**src/rtl/death_screen_ctrl.sv**
```systemverilog
// death_screen_ctrl: game-state controller feeding the death-screen text overlay.
// Tracks lives from collision pulses, sequences PLAY -> INVULN -> DYING -> DEAD
// -> RESTART, and restarts on an armed Enter keypress.
// Optional feature macro: DEATH_BLINK_EN (Death_Text blinks while DEAD).
// All outputs are registered; RESET is synchronous and active-low.

module death_screen_ctrl #(
    parameter int         LIVES         = 3,
    parameter int         INVULN_FRAMES = 60,
    parameter int         DYING_FRAMES  = 90,
    parameter logic [7:0] ENTER_KEY     = 8'h28,
    parameter int         BLINK_FRAMES  = 30
) (
    input  logic       CLK,
    input  logic       RESET,
    input  logic       frame_tick,
    input  logic       player_hit,
    input  logic [7:0] keycode,
    output logic       Death_Text,
    output logic       game_active,
    output logic       invuln,
    output logic       game_reset,
    output logic [1:0] lives
);

    localparam logic [2:0] ST_PLAY    = 3'd0;
    localparam logic [2:0] ST_INVULN  = 3'd1;
    localparam logic [2:0] ST_DYING   = 3'd2;
    localparam logic [2:0] ST_DEAD    = 3'd3;
    localparam logic [2:0] ST_RESTART = 3'd4;

    localparam logic [1:0] LIVES_INIT  = 2'(LIVES);
    localparam logic [7:0] INVULN_LAST = 8'(INVULN_FRAMES);
    localparam logic [7:0] DYING_LAST  = 8'(DYING_FRAMES);
    localparam logic [7:0] BLINK_LAST  = 8'(BLINK_FRAMES);

`ifdef DEATH_BLINK_EN
    localparam logic BLINK_EN = 1'b1;
`else
    localparam logic BLINK_EN = 1'b0;
`endif

    logic [2:0] state_r;
    logic [2:0] state_s;
    logic [1:0] lives_s;
    logic [7:0] cnt_r;
    logic [7:0] cnt_s;
    logic [7:0] cnt_inc_s;
    logic       armed_r;
    logic       armed_s;
    logic       blink_r;
    logic       blink_s;
    logic       dead_text_s;

    assign cnt_inc_s = cnt_r + 8'd1;

    // Next-state, lives, frame counter, Enter arming and blink phase.
    always_comb begin
        state_s = state_r;
        lives_s = lives;
        cnt_s   = cnt_r;
        armed_s = armed_r;
        blink_s = blink_r;
        case (state_r)
            ST_PLAY: begin
                cnt_s = 8'd0;
                if (player_hit) begin
                    if (lives > 2'd1) begin
                        lives_s = lives - 2'd1;
                        state_s = ST_INVULN;
                    end else begin
                        lives_s = 2'd0;
                        state_s = ST_DYING;
                    end
                end else begin
                    state_s = ST_PLAY;
                end
            end
            ST_INVULN: begin
                // Hits are ignored here, including one coincident with the final tick.
                if (frame_tick) begin
                    if (cnt_inc_s == INVULN_LAST) begin
                        state_s = ST_PLAY;
                        cnt_s   = 8'd0;
                    end else begin
                        cnt_s = cnt_inc_s;
                    end
                end else begin
                    cnt_s = cnt_r;
                end
            end
            ST_DYING: begin
                if (frame_tick) begin
                    if (cnt_inc_s == DYING_LAST) begin
                        state_s = ST_DEAD;
                        cnt_s   = 8'd0;
                        armed_s = 1'b0;
                        blink_s = 1'b1;
                    end else begin
                        cnt_s = cnt_inc_s;
                    end
                end else begin
                    cnt_s = cnt_r;
                end
            end
            ST_DEAD: begin
                // Blink phase first so that a restart below can still clear the counter.
                if (BLINK_EN && frame_tick) begin
                    if (cnt_inc_s == BLINK_LAST) begin
                        blink_s = ~blink_r;
                        cnt_s   = 8'd0;
                    end else begin
                        cnt_s = cnt_inc_s;
                    end
                end else begin
                    cnt_s = cnt_r;
                end
                // armed is registered, so an Enter held at death never restarts at once.
                if (armed_r && (keycode == ENTER_KEY)) begin
                    state_s = ST_RESTART;
                    lives_s = LIVES_INIT;
                    cnt_s   = 8'd0;
                    armed_s = 1'b0;
                end else begin
                    armed_s = armed_r | (keycode != ENTER_KEY);
                end
            end
            ST_RESTART: begin
                state_s = ST_PLAY;
                lives_s = LIVES_INIT;
                cnt_s   = 8'd0;
                armed_s = 1'b0;
            end
            default: begin
                state_s = ST_PLAY;
                lives_s = LIVES_INIT;
                cnt_s   = 8'd0;
                armed_s = 1'b0;
                blink_s = 1'b0;
            end
        endcase
    end

    // Death_Text level while DEAD: blink phase with the feature, steady high otherwise.
    always_comb begin
        if (BLINK_EN) begin
            dead_text_s = blink_s;
        end else begin
            dead_text_s = 1'b1;
        end
    end

    // State registers and Moore outputs registered from the next state.
    always_ff @(posedge CLK) begin
        if (!RESET) begin
            state_r     <= ST_PLAY;
            lives       <= LIVES_INIT;
            cnt_r       <= 8'd0;
            armed_r     <= 1'b0;
            blink_r     <= 1'b0;
            Death_Text  <= 1'b0;
            game_active <= 1'b1;
            invuln      <= 1'b0;
            game_reset  <= 1'b0;
        end else begin
            state_r     <= state_s;
            lives       <= lives_s;
            cnt_r       <= cnt_s;
            armed_r     <= armed_s;
            blink_r     <= blink_s;
            Death_Text  <= (state_s == ST_DEAD) ? dead_text_s : 1'b0;
            game_active <= (state_s == ST_PLAY) || (state_s == ST_INVULN);
            invuln      <= (state_s == ST_INVULN);
            game_reset  <= (state_s == ST_RESTART);
        end
    end

endmodule

```
**config.mk**
```make
export PLATFORM = sky130hd
export DESIGN_NAME = death_screen_ctrl
export DESIGN_NICKNAME = d
export VERILOG_FILES = /design/src/rtl/death_screen_ctrl.sv
export SDC_FILE = /design/constraint.sdc
export NUM_CORES = 1
export LEC_CHECK = 0
export ABC_CLOCK_PERIOD_IN_PS = 3100
export BUFFER_PORTS_ARGS = -buffer_cell sky130_fd_sc_hd__buf_2
export CORE_AREA = 2 2 51 53
export DETAILED_ROUTE_END_ITERATION = 10
export DIE_AREA = 0 0 53 55
export GPL_ROUTABILITY_DRIVEN = 0
export PLACE_DENSITY = 0.79
export SKIP_LAST_GASP = 1
export SLEW_MARGIN = 20
export SYNTH_ARGS = -nofsm -noshare
export SYNTH_HDL_FRONTEND = slang
export SYNTH_SLANG_ARGS = --single-unit
```
**constraint.sdc**
```tcl
create_clock -name CLK -period 3.1 [get_ports CLK]
set_clock_uncertainty 0.15 [all_clocks]
set_input_delay 0.465 -clock CLK [delete_from_list [all_inputs] [get_ports CLK]]
set_output_delay 0.465 -clock CLK [all_outputs]
set_load 0.005 [all_outputs]
```
; Yosys cells after proc, flatten, opt, wreduce, memory -nomap -nowiden
; Cells that the tools add are included.
[classes]
addsub = 2
magnitude_cmp = 1
n_eq_ne = 15
muxes = 23
bitwise = 3
n_reduce_logical = 9
[op_table]
columns = cell, count
row1 = $mux 8, 5
row2 = $pmux 8 s3, 1
row3 = $mux 3, 6
row4 = $eq 8x6->1 const B, 2
row5 = $pmux 3 s4, 1
row6 = $ne 2x2->1 const B, 5
row7 = $eq 3x2->1 const B, 3
row8 = $reduce_and 3->1, 3
row9 = $add 8x1->8 const B, 1
row10 = $eq 8x7->1 const B, 1
row11 = $mux 2, 4
row12 = $ne 8x6->1 const B, 1
row13 = $eq 3x1->1 const B, 2
row14 = $logic_not 3->1, 2
row15 = $pmux 2 s3, 1
row16 = $mux 1, 4
row17 = $reduce_or 2->1, 2
row18 = $eq 3x3->1 const B, 1
row19 = $pmux 1 s3, 1
row20 = $gt 2x1->1 const B, 1
row21 = $not 1->1, 2
row22 = $sub 2x1->2 const B, 1
row23 = $logic_and 1x1->1, 1
row24 = $logic_or 1x1->1, 1
row25 = $or 1x1->1, 1
[word_totals]
ff_bits = 18
in_bits = 12
out_inout_bits = 6
elab_cells = 61

; Logic depth before layout (Yosys ltp)
; Gate-level depths: netlist (run 1).
[depth]
word_depth = 7
ltp_mapped = 7
mapped_depth_nobuf = 7

; Least setup slack after synthesis (run 1)
; No wires, ideal clock.
[synth_timing]
path_kind = reg2reg
startpoint = register cnt_r[0]
endpoint = register cnt_r[4]
arrival_ps = 1916
required_ps = 2877
path_slack_ps = 960
path_stages_with_launch = 8
cell_sequence = dfxtp_1 -> ha_1 -> nand3_1 -> xnor2_1 -> a41o_1 -> a21o_2 -> a2111o_1 -> o211ai_2
[synth_between]
elab_chain_cells = 5
word_cells_on_any_way = 8
[synth_lines]
columns = element, line
row1 = start: declaration, 46  ; logic [7:0] cnt_r;
row2 = start signal: assignment, 168  ; cnt_r <= cnt_s;
row3 = $add 8x1->8 (*), 55  ; assign cnt_inc_s = cnt_r + 8'd1;
row4 = $eq 8x7->1 / $eq 8x6->1 (equally long branches), "94, 82"
row5 = $mux 8 (on tied branches), "94, 82"
row6 = $mux 8 (on tied branches), "93, 81"
row7 = $pmux 8 s3 (*), 64  ; case (state_r)
; Every way passes the cells marked *; elsewhere a longest branch is shown, timed or not. The select of a mux whose other input is x is not followed.
; A chain may end at the register's enable or synchronous reset.

; Final worst setup path (run 1)
; Ends and elaborated chain as after synthesis.

==> impl_metrics.py, run 1 <==
metrics = {
    "status": {
        "status": "finished clean",
    },
    "timing": {
        "timing.final.crit_share": 0.762,
        "relSlewSlack": 0.725,
        "fin_hold_ws_ns": 0.282,
        "worstMarginPinSlew_ns": 0.410,
        "rsz0062_at_grt": "no",
        "slew_violations": 0,
        "setup_tns_ns": 0,
        "finalCriticalPeriod_ns": 2.36,
        "hold_violations": 0,
        "clock.fmax_mhz": 423,
        "fin_ws_ns": 0.738,
        "finalSetupViolCount": 0,
    },
    "route": {
        "antenna_left": 0,
        "wirelength_um": 2270,
        "route.detailed.drc": 0,
        "wl_per_cell_um": 12.8,
        "dr.pass1.iters": 4,
        "initialDrtViolationCount": 20,
        "viasPerCell": 5.90,
        "via_count": 1045,
    },
    "setup_path": {
        "r2r_slack_ns": 0.74,
        "worstPathArrival_ns": 2.43,
        "crit_type": "flip-flop to flip-flop",
        "required_ns": 3.17,
        "start_kind": "flip-flop",
        "end_kind": "flip-flop",
        "cp_max_fo": 7,
    },
    "logic_synthesis": {
        "synth_top_area_frac": 0.325,
        "synth.most_common_cell": "dfxtp_1",
        "syn_inst": 133,
        "synthArstFlopShare": 0,
        "synth_edf_count": 0,
        "ys_ff_latch": 18,
        "synth_commonest_cells": "18 x dfxtp_1, 16 x nand2_1, 10 x o21ai_0",
        "synthFlopType": "dfxtp_1",
        "ys_types": 48,
        "syn_nets": 147,
        "ys_warn_count": 0,
        "yosys-top-cells-area": "dfxtp_1 33%, nand2_1 5.4%, o21ai_0 4.5%",
        "synth_top_cell_by_area": "dfxtp_1",
        "syn_area_per_cell_um2": 8.34,
        "syn_area_um2": 1110,
        "seq_area_frac_synth": 0.325,
    },
    "power_and_ir_drop": {
        "power_density_nw_per_um2": 368,
        "power.share.clock": 0.313,
        "comb_power_share": 0.142,
        "power_switching_mw": 0.113,
        "ir_worst_vdd_mv": 0.298,
        "internal_power_mw": 0.341,
        "p_leak_nw": 0.461,
        "p_seq_frac": 0.546,
        "finalPower_mw": 0.454,
        "switching_share": 0.250,
    },
    "floorplanning": {
        "core-area_um2": 2360,
        "initial_core_util": 0.469,
        "die_width_um": 53,
        "die_h_um": 55,
        "dieArea_um2": 2920,
        "io_pins": 18,
        "rows": 18,
    },
    "layout": {
        "stdcell_count": 177,
        "drive_above_1_share": 0.259,
        "antenna_cells": 0,
        "area_delta_synth_final_pct": 11.2,
        "nets": 162,
    },
    "clock_network": {
        "ctsHtreeMaxLevel": 1,
        "worstSkewPairLatency_ns": 0.29,
        "post_cts_buffers": 0,
        "holdBufCountCts": 0,
        "cts_num_sinks": 18,
        "clockBufferDepth": 2,
        "clk_pin_slew_worst_paths_ns": 0.10,
        "cts_resized": 0,
        "cts_tree": "done",
        "cts_buffers": 3,
        "clock-root-buffer": "clkbuf_4",
    },
    "place": {
        "portBuffers": 17,
        "dp_slack_ns": 0.798,
        "placed_cells": 173,
        "hpwl_um": 1790,
    },
    "global_routing": {
        "antenna_found_initial": 0,
        "grt_start_max_net_pins": 14,
        "overflow": 0,
        "grt_first_pass_wirelength_um": 3680,
        "grt_pass1_vias": 908,
        "track_usage": 0.169,
    },
    "worst_hold_path": {
        "hold_class": "input pin to flip-flop",
    },
    "flow_run": {
        "maxCapViolCount": 0,
    },
}
-- power groups by stage --
stage / registers [mW] / clock network (mW) / logic, mW
after floorplan: 0.248 / 0 / 0.0465
after global placement: 0.252 / 0 / 0.0617
after detailed placement: 0.253 / 0 / 0.0641
after CTS: 0.247 / 0.148 / 0.0643
after global routing: 0.249 / 0.157 / 0.0719
final: 0.248 / 0.142 / 0.0643
-- kinds of logic after synthesis --
family | share of synthesized area
fa+ha+maj | 0.0226
compound gates | 0.267
xor+xnor | 0.0237
flops | 0.325
buf+inv | 0.0418
simple gates | 0.319
-- state kept, by name (all words and copies together), names as in the netlist --
signal	flops
Death_Text	1
armed_r	1
cnt_r	8
game_active	1
game_reset	1
invuln	1
lives	2
state_r	3
-- critical path: stages (launching register included) --
cell and delay [ns]:
dfxtp_1 0.49, ha_1 0.34, nand3_1 0.20, xnor2_1 0.18, a41o_1 0.26, a21o_2 0.24
a2111o_1 0.37, o211ai_2 0.06
-- per-stage QoR --
stage	util	cell area [µm²]
CTS	0.521	1230
floorplan	-	1110
global placement	0.506	1200
detailed placement	0.506	1200
finish	0.521	1230
global route	0.521	1230
-- area by class of cell --
| type | instances | area (µm²) |
|---|---|---|
| Clock buffer | 4 | 36.3 |
| Fill cell | 234 | 1130 |
| Inverter | 3 | 11.3 |
| Tap cell | 30 | 37.5 |
| Timing Repair Buffer | 17 | 85.1 |
| Multi-Input combinational cell | 105 | 702 |
| Sequential cell | 18 | 360 |
-- cell usage in the layout, fill, tap and decap left out, types with 2 or more instances in the layout --
cell / Yosys / routed
inv_1: 3 / 3
clkbuf_4: 0 / 3
or3b_1: 2 / 2
dfxtp_1: 18 / 18
a31oi_1: 3 / 3
nand3_1: 5 / 5
o21ai_0: 10 / 10
and2_2: 2 / 2
o31ai_1: 2 / 2
and3b_1: 2 / 2
a21o_1: 3 / 3
a21boi_0: 3 / 3
buf_2: 3 / 17
nand2_1: 16 / 16
nor3b_1: 2 / 2
ha_1: 2 / 2
nor2_1: 9 / 9
a21o_2: 2 / 2
o211ai_2: 2 / 2
xnor2_1: 2 / 2
nand2b_1: 4 / 4
or2_2: 3 / 3
nor3_1: 3 / 3
nor4b_2: 2 / 2
a21oi_1: 5 / 5
-- routing by layer --
metal	global-route usage	wire length [µm]	up-vias
met5	0	0	-
met2	0.300	1140	42
met4	0.0556	8	0
met3	0.0296	135	2
met1	0.207	993	483
li1	-	-	518
-- path summary, 6_finish.rpt --
path | end | startpoint | depth (start not counted)
max | cnt_r[4]$_SDFFE_PN0P_ | cnt_r[0]$_SDFFE_PN0P_ | 7
max reg2reg | cnt_r[4]$_SDFFE_PN0P_ | cnt_r[0]$_SDFFE_PN0P_ | 7
min | game_active$_SDFF_PN1_ | RESET | 2
min reg2reg | armed_r$_SDFFE_PN0P_ | armed_r$_SDFFE_PN0P_ | 2
Note: power is estimated with default switching activity, not from simulation.
==> inputs of run 2 (changes only) <==
ABC_CLOCK_PERIOD_IN_PS = 2000   (was 3100)
PLACE_DENSITY = 0.82   (was 0.79)
clock period = 2 ns   (was 3.1 ns; I/O delays follow)
==> run 2 against run 1 <==
Net effect: maximum frequency rose by 20%; register-to-register slack worse by 0.70 ns; sequential cell count stayed put; sequential share of layout area fell by 2.1 points; sequential power grew 52%; hold slack worse by 0.17 ns; combinational power up 76%; critical path type unchanged; first-iteration DRC count decreased by 20%.
==> impl_metrics.py, run 2 (synthesized netlist as in run 1, its figures left out) <==
metrics = {
    "route": {
        "dr.pass1.iters": 4,
        "wirelength_um": 2720,
        "initialDrtViolationCount": 16,
        "wl_per_cell_um": 14.4,
        "via_count": 1086,
        "route.detailed.drc": 0,
        "viasPerCell": 5.75,
        "antenna_left": 0,
    },
    "setup_path": {
        "crit_end": "cnt_r[4]$_SDFFE_PN0P_",
        "cp-startpoint": "cnt_r[1]$_SDFFE_PN0P_",
        "end_kind": "flip-flop",
        "required_ns": 2.09,
        "start_kind": "flip-flop",
        "cp_max_fo": 6,
        "r2r-start": "cnt_r[1]$_SDFFE_PN0P_",
        "reg2reg_depth": 7,
        "r2r_slack_ns": 0.03,
        "crit_type": "flip-flop to flip-flop",
        "worstPathArrival_ns": 2.05,
        "r2r-end": "cnt_r[4]$_SDFFE_PN0P_",
    },
    "timing": {
        "finalCriticalPeriod_ns": 1.97,
        "clock.fmax_mhz": 509,
        "timing.final.crit_share": 0.983,
        "rsz0062_at_grt": "yes",
        "relSlewSlack": 0.742,
        "fin_ws_ns": 0.0337,
        "hold_violations": 0,
        "finalSetupViolCount": 0,
        "slew_violations": 0,
        "worstMarginPinSlew_ns": 0.387,
    },
    "floorplanning": {
        "io_pins": 18,
        "rows": 18,
        "initial_core_util": 0.469,
        "die_width_um": 53,
        "dieArea_um2": 2920,
        "die_h_um": 55,
        "core-area_um2": 2360,
    },
    "global_routing": {
        "overflow": 0,
        "grt_start_max_net_pins": 14,
        "grt_first_pass_wirelength_um": 4330,
        "track_usage": 0.204,
        "grt_pass1_vias": 1021,
        "antenna_found_initial": 0,
    },
    "layout": {
        "stdcell_count": 189,
        "drive_above_1_share": 0.371,
        "final_util": 0.586,
        "top_register": "cnt_r",
        "top_regs": "cnt_r: 8 flops, state_r: 3 flops, lives: 2 flops",
        "nFillCells": 217,
        "fin_area_um2": 1390,
        "final_common_cell": "buf_2",
        "antenna_cells": 0,
        "largest_register_ffs": 8,
        "area_delta_synth_final_pct": 24.9,
        "layout_common_cells": "17 x buf_2, 16 x nand2_1, 14 x dfxtp_1",
        "nets": 174,
    },
    "clock_network": {
        "ctsHtreeMaxLevel": 1,
        "cts_buffers": 3,
        "clockBufferDepth": 2,
        "clk_pin_slew_worst_paths_ns": 0.10,
        "worstSkewPairLatency_ns": 0.30,
        "cts_num_sinks": 18,
        "clock-root-buffer": "clkbuf_4",
        "cts_tree": "done",
    },
    "flow_run": {
        "maxCapViolCount": 0,
    },
    "status": {
        "status": "finished clean",
    },
    "place": {
        "placed_cell_area_um2": 1290,
        "placed_cells": 184,
        "portBuffers": 17,
        "dp_slack_ns": -0.0308,
        "hpwl_um": 2090,
    },
    "power_and_ir_drop": {
        "finalPower_mw": 0.718,
        "p_leak_nw": 0.525,
        "power_density_nw_per_um2": 518,
        "ir_worst_vdd_mv": 0.371,
    },
    "worst_hold_path": {
        "hold_class": "input pin to flip-flop",
    },
}
run 2: layout make-up:
type / count / area (µm²) / share of cell area
Sequential cell: 18 / 375 / 0.271
Tap cell: 30 / 37.5 / 0.0271
Timing Repair Buffer: 29 / 175 / 0.126
Multi-Input combinational cell: 105 / 749 / 0.541
Inverter: 3 / 11.3 / 0.00813
Clock buffer: 4 / 36.3 / 0.0262
run 2: stage by stage:
stage          TNS (ns)  hold WS [ns]
2_1_floorplan         0         0.312
3_3_place_gp          0         0.327
3_5_place_dp    -0.0762         0.340
4_1_cts               0         0.110
5_1_grt          -0.221         0.119
6_report              0         0.115
run 2: layer usage:
layer  GRT usage  up-vias  wire length [µm]
li1            -      544                 -
met1       0.237      513              1150
met2       0.371       24              1440
met3      0.0242        5                88
met4       0.103        0                45
met5           0        -                 0
run 2: worst max-delay path, cell delays in order, from the launching register on:
cell and delay [ns]:
dfxtp_4 0.39, ha_4 0.18, and3b_1 0.17, o221ai_2 0.19, a221oi_4 0.11, a21o_2 0.26
a2111o_1 0.38, o211ai_2 0.06
run 2: worst min-delay path by stage:
stage                          startpoint                     end  slack (ns)  cells after the start
floorplan            armed_r$_SDFFE_PN0P_    armed_r$_SDFFE_PN0P_        0.31                      2
global placement     armed_r$_SDFFE_PN0P_    armed_r$_SDFFE_PN0P_        0.33                      2
detailed placement  lives[0]$_SDFFE_PN1P_   lives[0]$_SDFFE_PN1P_        0.34                      2
CTS                                 RESET  game_active$_SDFF_PN1_        0.11                      2
global route                        RESET  game_active$_SDFF_PN1_        0.12                      2
finish                              RESET  game_active$_SDFF_PN1_        0.11                      2
run 2: power breakdown:
part           total [mW]  internal, mW  switching (mW)
clock               0.229         0.111           0.118
sequential          0.376         0.365          0.0108
combinational       0.113        0.0531          0.0597
run 2: timing repair:
action / CTS / global route
setup endpoints to repair: 4 / 9
setup buffers: 1 / 0
pin swaps: 0 / 4
hold buffers: 0 / 0
gates resized for setup: 3 / 11
